===== src/rtl/cache_defs_pkg.sv =====
// Shared icache definitions: refill responder state encoding and default line/word geometry.
package cache_defs;

   localparam int ICACHE_LINE_WIDTH = 128;
   localparam int ICACHE_WORD_WIDTH = 32;

   typedef enum logic [2:0] {
      RESP_IDLE,
      RESP_ISSUE,
      RESP_WAIT,
      RESP_ACK,
      RESP_DRAIN
   } type_icache_resp_states_e;

endpackage


===== src/rtl/icache_refill_buffer.sv =====
// Line assembly register for icache refills: one word slot per beat, written by beat index.
module icache_refill_buffer
   import cache_defs::*;
#(
   parameter int WORD_WIDTH = ICACHE_WORD_WIDTH,
   parameter int LINE_WIDTH = ICACHE_LINE_WIDTH,
   localparam int BEATS = LINE_WIDTH / WORD_WIDTH,
   localparam int CNT_W = $clog2(BEATS)
) (
   input  logic                  clk_i,
   input  logic                  rst_i,
   input  logic                  we_i,
   input  logic [CNT_W-1:0]      idx_i,
   input  logic [WORD_WIDTH-1:0] wdata_i,
   output logic [LINE_WIDTH-1:0] line_o
);

   logic [LINE_WIDTH-1:0] line_q;

   // Each slot has its own enable so only the addressed word toggles.
   for (genvar b = 0; b < BEATS; b++) begin : g_slot
      always_ff @(posedge clk_i or posedge rst_i) begin
         if (rst_i) begin
            line_q[b*WORD_WIDTH +: WORD_WIDTH] <= '0;
         end else if (we_i && (idx_i == CNT_W'(b))) begin
            line_q[b*WORD_WIDTH +: WORD_WIDTH] <= wdata_i;
         end
      end
   end

   assign line_o = line_q;

endmodule


===== src/rtl/icache_refill_responder.sv =====
// Memory-side icache refill responder: fetches one line word-by-word from the instruction
// memory port (one beat outstanding at a time) and returns it with a single-cycle ack.
module icache_refill_responder
   import cache_defs::*;
#(
   parameter int ADDR_WIDTH = 32,
   parameter int WORD_WIDTH = ICACHE_WORD_WIDTH,
   parameter int LINE_WIDTH = ICACHE_LINE_WIDTH
) (
   input  logic                  clk_i,
   input  logic                  rst_i,
   input  logic                  icache2mem_req_i,
   input  logic [ADDR_WIDTH-1:0] icache2mem_addr_i,
   output logic                  mem2icache_ack_o,
   output logic [LINE_WIDTH-1:0] mem2icache_data_o,
   output logic                  imem_req_o,
   output logic [ADDR_WIDTH-1:0] imem_addr_o,
   input  logic                  imem_gnt_i,
   input  logic                  imem_rvalid_i,
   input  logic [WORD_WIDTH-1:0] imem_rdata_i
);

   localparam int BEATS   = LINE_WIDTH / WORD_WIDTH;
   localparam int CNT_W   = $clog2(BEATS);
   localparam int WORD_SH = $clog2(WORD_WIDTH / 8);
   localparam logic [ADDR_WIDTH-1:0] LINE_MASK = ADDR_WIDTH'(LINE_WIDTH / 8 - 1);
   localparam logic [CNT_W-1:0]      LAST_BEAT = CNT_W'(BEATS - 1);

   type_icache_resp_states_e state_q;
   logic [CNT_W-1:0]         beat_cnt_q;
   logic [ADDR_WIDTH-1:0]    base_q;
   logic                     last_beat;
   logic                     buf_we;

   assign last_beat = (beat_cnt_q == LAST_BEAT);
   // A kill in WAIT discards that cycle's data unless it completes the line.
   assign buf_we    = (state_q == RESP_WAIT) && imem_rvalid_i && (icache2mem_req_i || last_beat);

   assign imem_req_o       = (state_q == RESP_ISSUE) && icache2mem_req_i;
   assign imem_addr_o      = base_q + (ADDR_WIDTH'(beat_cnt_q) << WORD_SH);
   assign mem2icache_ack_o = (state_q == RESP_ACK);

   always_ff @(posedge clk_i or posedge rst_i) begin
      if (rst_i) begin
         state_q    <= RESP_IDLE;
         beat_cnt_q <= '0;
         base_q     <= '0;
      end else begin
         case (state_q)
            RESP_IDLE: begin
               if (icache2mem_req_i) begin
                  base_q     <= icache2mem_addr_i & ~LINE_MASK;
                  beat_cnt_q <= '0;
                  state_q    <= RESP_ISSUE;
               end
            end
            RESP_ISSUE: begin
               if (!icache2mem_req_i) begin
                  state_q <= RESP_IDLE;
               end else if (imem_gnt_i) begin
                  state_q <= RESP_WAIT;
               end
            end
            RESP_WAIT: begin
               if (imem_rvalid_i && last_beat) begin
                  state_q <= RESP_ACK;
               end else if (!icache2mem_req_i) begin
                  // Data already returned this cycle means nothing is left to drain.
                  state_q <= imem_rvalid_i ? RESP_IDLE : RESP_DRAIN;
               end else if (imem_rvalid_i) begin
                  beat_cnt_q <= beat_cnt_q + 1'b1;
                  state_q    <= RESP_ISSUE;
               end
            end
            RESP_ACK: begin
               state_q <= RESP_IDLE;
            end
            RESP_DRAIN: begin
               if (imem_rvalid_i) begin
                  state_q <= RESP_IDLE;
               end
            end
            default: begin
               state_q <= RESP_IDLE;
            end
         endcase
      end
   end

   icache_refill_buffer #(
      .WORD_WIDTH (WORD_WIDTH),
      .LINE_WIDTH (LINE_WIDTH)
   ) u_buf (
      .clk_i   (clk_i),
      .rst_i   (rst_i),
      .we_i    (buf_we),
      .idx_i   (beat_cnt_q),
      .wdata_i (imem_rdata_i),
      .line_o  (mem2icache_data_o)
   );

endmodule

===== config.mk =====
export PLATFORM = sky130hd
export DESIGN_NAME = icache_refill_responder
export DESIGN_NICKNAME = d
export VERILOG_FILES = /design/src/rtl/cache_defs_pkg.sv /design/src/rtl/icache_refill_buffer.sv /design/src/rtl/icache_refill_responder.sv
export SDC_FILE = /design/constraint.sdc
export NUM_CORES = 1
export LEC_CHECK = 0
export ABC_CLOCK_PERIOD_IN_PS = 5200
export BUFFER_PORTS_ARGS = -buffer_cell sky130_fd_sc_hd__buf_2
export CORE_ASPECT_RATIO = 0.6
export CORE_UTILIZATION = 44
export CTS_CLUSTER_SIZE = 40
export DETAILED_ROUTE_END_ITERATION = 6
export PLACE_DENSITY = 0.75
export SETUP_SLACK_MARGIN = 0.2
export SLEW_MARGIN = 15
export SYNTH_ARGS = -nofsm -noshare
export SYNTH_HDL_FRONTEND = slang
export SYNTH_SLANG_ARGS = --single-unit

===== constraint.sdc =====
create_clock -name clk_i -period 5.2 [get_ports clk_i]
set_input_delay 1.04 -clock clk_i [delete_from_list [all_inputs] [get_ports clk_i]]
set_output_delay 1.04 -clock clk_i [all_outputs]
set_load 0.03 [all_outputs]

**Word-level counts from Yosys, hierarchy flattened**

Cells that the tools add are included.
W data, S select, Z words.

- Add/sub/neg operators: 2
- $mul: 0
- Divide/modulo/power cells: 0
- Magnitude comparators: 0
- Equality and inequality tests: 14
- Shifts and indexed selects: 0
- Muxes and demuxes: 14
- Bitwise gates (word level): 0
- Reductions and logical operators: 15

Operators by type and width:

| kind | count |
|---|---|
| $add A32 B4 Y32 | 1 |
| $mux W3 | 8 |
| $pmux W3 S4 | 1 |
| $ne A2 B2 Y1 const B | 5 |
| $logic_and A1 B1 Y1 | 8 |
| $mux W2 | 4 |
| $eq A3 B2 Y1 const B | 2 |
| $reduce_and A5 Y1 | 1 |
| $eq A2 B2 Y1 const B | 2 |
| $ne A4 B3 Y1 const B | 1 |
| $pmux W2 S2 | 1 |
| $reduce_and A4 Y1 | 1 |
| $eq A3 B1 Y1 const B | 1 |
| $eq A3 B3 Y1 const B | 1 |
| $logic_not A3 Y1 | 1 |
| $ne A3 B3 Y1 const B | 1 |
| $add A2 B1 Y2 const B | 1 |
| $eq A2 B1 Y1 const B | 1 |
| $logic_not A2 Y1 | 1 |
| $reduce_and A2 Y1 | 1 |
| $reduce_bool A2 Y1 | 1 |
| $logic_or A1 B1 Y1 | 1 |

- Register bits: 161
- Latch bits: 0
- Bits in writable memories: 0
- ROM bits: 0
- Input bits: 69
- Output and inout port bits: 162
- Logic and storage cells: 52
- Memories kept: 0

**Logic depth before layout (Yosys ltp)**

Gate-level depths: netlist of run 1.

- Word-level depth: 5
- Gate-level depth with buffers: 6
- Gate-level depth less buffers: 5

**By module**

A second synthesis of run 1 with hierarchy kept.

- Cell total of the unflattened synthesis: 366
- Area, all modules: 6145.9 µm²

Modules (own cells, without submodules):

| module | instances | cells an instance | area an instance (µm²) | seq. area each (µm²) |
|---|---|---|---|---|
| icache_refill_buffer | 1 | 273 | 4748.3 | 3203.1 |
| icache_refill_responder | 1 | 93 | 1397.6 | 825.8 |

**Least setup slack after synthesis of run 1**

Ideal clock, no wire load.

- Kind: input-to-output
- From: input icache2mem_req_i
- To: output imem_req_o
- Data arrival time: 2033 ps
- Required time: 4160 ps
- Setup slack: 2127 ps
- Stages on the path: 1
- Path buffers: 0
- Cell sequence: nor4bb_1

- Longest elaborated chain between the ends: 1

Ends and longest elaborated chain:

| element | line | RTL |
|---|---|---|
| start: declaration | icache_refill_responder.sv:12 | `input logic icache2mem_req_i,` |
| $logic_and A1 B1 Y1 | icache_refill_responder.sv:39 | `assign imem_req_o = (state_q == RESP_ISSUE) && icache2mem_req_i;` |
| end: declaration | icache_refill_responder.sv:16 | `output logic imem_req_o,` |

No other way between the ends.

**Worst setup path after layout of run 1**

Same ends and word-level chain as after synthesis.

==> results of run 1 <==
state kept, by name, indices dropped and copies added (netlist names):
name / cells
base_q: 28
beat_cnt_q: 2
state_q: 3
u_buf.line_o: 128
cells in the final DEF, fill, tap and decap left out, drive strengths merged:
| cell | instances |
|---|---|
| clkinvlp | 2 |
| clkinv | 7 |
| nand2b | 2 |
| nor3b | 3 |
| mux2i | 2 |
| nand4bb | 1 |
| a31oi | 1 |
| o31ai | 1 |
| nand4 | 1 |
| mux2 | 156 |
| nor4bb | 1 |
| a21oi | 2 |
| nor2 | 4 |
| conb | 2 |
| and3 | 1 |
| o21ai | 5 |
| inv | 9 |
| nor3 | 1 |
| dfrtp | 161 |
| a2111oi | 1 |
| ha | 4 |
| clkbuf | 19 |
| buf | 227 |
| nand3 | 2 |
synth_stat cells, types with 2 or more instances:
library cell  count  area, um2
a21oi_1           2       10.0
buf_2             4       20.0
buf_4            11       82.6
buf_6             3       33.8
dfrtp_1         161       4030
ha_1              4       50.1
inv_1             5       18.8
mux2_1           11        124
mux2_2          125       1410
mux2_4           20        300
mux2i_1           2       20.0
nand2b_1          2       12.5
nand3_1           2       10.0
nor2_4            3       33.8
nor3b_1           3       22.5
o21ai_0           5       25.0
final cells by class:
class | instances | area (um2) | area share [%]
multi-input cells | 190 | 2120 | 26.0
clock buffers | 19 | 453 | 5.55
inverters | 5 | 22.5 | 0.276
well taps | 192 | 240 | 2.94
flip-flops and latches | 161 | 4030 | 49.4
clock inverters | 13 | 121 | 1.49
repair buffers | 227 | 1180 | 14.4
worst max path at each step:
stage	start	to	cells after the start
floorplan	rst_i	base_q[10]	1
global placement	imem_rvalid_i	u_buf.line_o[92]	4
detailed placement	imem_rvalid_i	u_buf.line_o[55]	4
CTS	icache2mem_req_i	imem_req_o	3
global route	icache2mem_req_i	imem_req_o	3
finish	icache2mem_req_i	imem_req_o	3
cell families (layout without fill, tap and decap cells):
kind of cell | Yosys count | after routing | share of synthesized area [%]
AO/OA/AOI/OAI | 10 | 10 | 1.01
adder cells (fa/ha/maj) | 4 | 4 | 0.794
buffers and inverters | 23 | 264 | 2.46
flip-flops | 161 | 161 | 64.0
multiplexers | 158 | 158 | 29.4
other | 1 | 2 | 0.0595
AND/OR/NAND/NOR | 16 | 16 | 2.32
worst max-delay path, delay by kind of cell:
family | cells | cell delay (ps)
buf+inv | 2 | 420
simple gates | 1 | 330
report_power, final:
group	switching, mW	total, mW	internal (mW)
clock	0.534	1.19	0.654
combinational	0.556	0.861	0.305
sequential	0.0912	1.52	1.43
total	1.18	3.57	2.39
metal layers:
layer / up-vias / global-route usage, % / wire length (um)
met1: 2024 / 25.1 / 6220
met4: 0 / 6.62 / 129
met5: - / 0 / 0
met3: 17 / 8.03 / 1260
li1: 1781 / - / -
met2: 144 / 31.6 / 6540
==> reports/qor.csv, run 1 <==
metric,value,unit
status,completed,
finalWirelength,14200,um
die_y,94.7,um
cts_root_buf,clkbuf_16,
coreArea,13800,um2
die_width,156,um
syn_area_per_cell,16.9,um2
leakagePower,4.49,nW
place_ws,2240,ps
cap_violations,0,
finalSetupTns,0,ps
grt_pass1_wl,22200,um
yosysSeqAreaShare,64.0,%
min_to,u_buf.line_o[65],
crit_fanout,8,
crit_path_start_kind,input pin,
start_util,45.7,%
cts_tree,built,
final.min_clock_period,2830,ps
clock.fmax,354,MHz
syn_inst,373,
slew_headroom,23.1,%
reg2reg_depth,4,
cts_buffers,17,
p_total,3.57,mW
layout.cells.non_filler,807,
min_from,u_buf.line_o[65],
tightest_slew,1150,ps
async_flop_share,100,%
synth-seq-cells,161,
n_antenna_cell,0,
ir_worst_vdd,182,uV
fin_hold_ws,483,ps
placed_cells,774,
critical-path-slowest-cell,nor4bb_1,
holdBufCountCts,0,
yosys_warnings,0,
fin_ws,2370,ps
drv_slew,0,
cts.clk_slew.worst_paths,60,ps
timing_hold_violations_final,0,
cpMostUsedCell,buf_2,
synth.distinct_cells,26,
max_stage_delay,330,ps
final_area,8160,um2
antenna_found_initial,0,
fillCellCount,1097,
fin_nets,675,
dpl_cell_area,7560,um2
hold_class,reg2reg,
p_per_area,437,nW/um2
clock_sinks,161,
wire_per_inst,17.5,um
finClkSkew,9.50,ps
fin_util,59.2,%
path_cells,buf_2 > nor4bb_1 > buf_2,
worst_skew_pair.late_latency,420,ps
finalSetupViolations,0,
min_period_over_period,54.4,%
ctsResizeCount,0,
post-dp-hpwl,9610,um
required,4160,ps
firstDrtPassIters,3,
grt.total_usage,20.0,%
port-buffer-count,224,
arrival,1790,ps
grt_max_degree,162,
num_rows,33,
antenna_left,0,
post_cts_buffers,0,
route.detailed.drc,0,
htree_levels,4,
synth_edf_count,0,
r2r_slack,2860,ps
hold_depth,1,
endpoint_kind,output port,
drive_gt1_share,67.2,%
gp_congestion,0.742,
syn_to_final_growth,29.6,%
cts_buffer_depth,2,
r2r-end,u_buf.line_o[14],
io_pins,231,
rsz0062_at_grt,no,
vias_per_cell,4.91,
vias,3966,
timing.rr.start,beat_cnt_q[1],
grt_pass1_vias,4179,
drtIter0Drc,103,
syn_area,6300,um2
dominantRegCellSynth,dfrtp_1,
crit_type,in2out,
grt.overflow.total,0,
dieArea,14800,um2
No activity file was read; power rests on OpenSTA's default activity.
==> inputs of run 2 (changes only) <==
--- a/config.mk
+++ b/config.mk
@@ -5,7 +5,7 @@
 export SDC_FILE = /design/constraint.sdc
 export NUM_CORES = 1
 export LEC_CHECK = 0
-export ABC_CLOCK_PERIOD_IN_PS = 5200
+export ABC_CLOCK_PERIOD_IN_PS = 2400
 export BUFFER_PORTS_ARGS = -buffer_cell sky130_fd_sc_hd__buf_2
 export CORE_ASPECT_RATIO = 0.6
 export CORE_UTILIZATION = 44
==> constraint.sdc (replaced) <==
create_clock -name clk_i -period 2.4 [get_ports clk_i]
set_input_delay 0.48 -clock clk_i [delete_from_list [all_inputs] [get_ports clk_i]]
set_output_delay 0.48 -clock clk_i [all_outputs]
set_load 0.03 [all_outputs]
==> reports/qor.csv, run 2 (synthesis results as in run 1) <==
metric,value,unit,change
ir_worst_vdd,439,uV,+140%
path_cells,inv_1 > nor3b_1 > buf_2,,
timing_hold_violations_final,0,,unchanged
die_width,156,um,unchanged
io_pins,231,,unchanged
worst_skew_pair.late_latency,410,ps,about the same
hold_class,in2async,,
finalWirelength,14000,um,-1.1%
drive_gt1_share,67.5,%,+0.32 points
gp_congestion,0.736,,-0.81%
cts_buffers,17,,unchanged
dpl_cell_area,7650,um2,+1.2%
final.min_clock_period,2020,ps,
p_total,7.79,mW,+120%
clock.fmax,494,MHz,
fin_ws,375,ps,-2000 ps
crit_type,reg2out,,
fin_util,59.7,%,+0.47 points
cap_violations,0,,unchanged
grt_pass1_vias,4062,,-2.8%
n_antenna_cell,0,,unchanged
tightest_slew,597,ps,-554 ps
arrival,1540,ps,-250 ps
layout.cells.non_filler,813,,+0.74%
final_cell_mix,"224 x buf_2, 160 x dfrtp_1, 125 x mux2_2, 20 x mux2_4, 17 x clkbuf_16",,
r2r-end,base_q[25],,
clock_sinks,161,,unchanged
slew_headroom,60.1,%,+37 points
grt.overflow.total,0,,unchanged
syn_to_final_growth,30.6,%,
grtUsageMet2,30.6,%,-0.97 points
largest_reg_flops,128,,unchanged
leakagePower,4.53,nW,+0.87%
cts_tree,built,,
fillCellCount,1109,,+1.1%
antenna_found_initial,0,,unchanged
min_period_over_period,84.4,%,
vias_per_cell,4.83,,-1.7%
fin_nets,681,,+0.89%
crit_fanout,10,,+2
wire_per_inst,17.2,um,-1.8%
reg2reg_depth,4,,unchanged
crit_path_start_kind,flip-flop,,
required,1920,ps,-2240 ps
firstDrtPassIters,4,,+1
holdBufCountCts,0,,unchanged
rsz0062_at_grt,no,,
final_common_cell,buf_2,,
endpoint_kind,output port,,
grt.busiest_layer,met2,,
die_y,94.7,um,unchanged
final_area,8230,um2,+0.80%
start_util,45.7,%,unchanged
finalSetupViolations,0,,unchanged
grt_pass1_wl,21600,um,-2.5%
dieArea,14800,um2,unchanged
cts_root_buf,clkbuf_16,,
critical-path-slowest-cell,dfrtp_2,,
grt.total_usage,19.4,%,-0.58 points
grt_max_degree,77,,-52%
cts_buffer_depth,2,,unchanged
drv_slew,0,,unchanged
drtIter0Drc,123,,+19%
finClkSkew,9.62,ps,+0.123 ps
num_rows,33,,unchanged
post-dp-hpwl,9900,um,+3.0%
place_ws,519,ps,-1720 ps
placed_cells,781,,+0.90%
p_per_area,947,nW/um2,+120%
r2r_slack,530,ps,-2330 ps
max_stage_delay,490,ps,+160 ps
antenna_left,0,,unchanged
grt_use_met1,25.0,%,-0.14 points
status,completed,,
vias,3929,,-0.93%
cts.clk_slew.worst_paths,70,ps,about the same
port-buffer-count,224,,unchanged
htree_levels,4,,unchanged
grt_util_met3,7.66,%,-0.37 points
timing.rr.start,state_q[0],,
coreArea,13800,um2,unchanged
route.detailed.drc,0,,unchanged
run 2: what timing repair did:
item                       4_1_cts  5_1_grt
gates resized for setup          0        1
setup endpoints to repair        0        1
buffers inserted                 0        0
run 2: worst max path at each step:
stage	startpoint	to	slack (ps)	cells past startpoint
final	state_q[1]	mem2icache_ack_o	380	3
after floorplan	rst_i	base_q[10]	-120	1
after detailed placement	imem_rvalid_i	u_buf.line_o[43]	520	5
after global routing	state_q[0]	imem_req_o	240	2
after global placement	imem_rvalid_i	u_buf.line_o[71]	570	5
after CTS	state_q[1]	mem2icache_ack_o	250	3
run 2: metrics by stage:
step,hold WS [ps],setup TNS [ps]
6_report,133,0
3_5_place_dp,473,0
5_1_grt,153,0
4_1_cts,130,0
3_3_place_gp,463,0
2_1_floorplan,543,-19780
run 2: power by group:
| group | total (mW) | internal, mW | switching, mW |
|---|---|---|---|
| sequential | 3.30 | 3.10 | 0.200 |
| combinational | 1.87 | 0.666 | 1.20 |
| clock | 2.63 | 1.47 | 1.16 |
run 2: layout make-up:
| cell class | count | area, um2 | area share, % |
|---|---|---|---|
| Timing Repair Buffer | 233 | 1240 | 15.1 |
| Multi-Input combinational cell | 190 | 2120 | 25.8 |
| Clock buffer | 18 | 429 | 5.22 |
| Tap cell | 192 | 240 | 2.92 |
| Inverter | 5 | 22.5 | 0.274 |
| Clock inverter | 14 | 146 | 1.78 |
| Sequential cell | 161 | 4030 | 49.0 |
run 2: worst max-delay path: cells and delay by family (launching register included):
| kind | cells | cell delay [ps] |
|---|---|---|
| buf+inv | 2 | 380 |
| flops | 1 | 490 |
| simple gates | 1 | 270 |
run 2: per-layer routing:
metal  up-vias  share of wire [%]
met2       141                 46
met5         -                  0
li1       1801                  -
met1      1979                 45
met3         8                8.3
met4         0               0.60
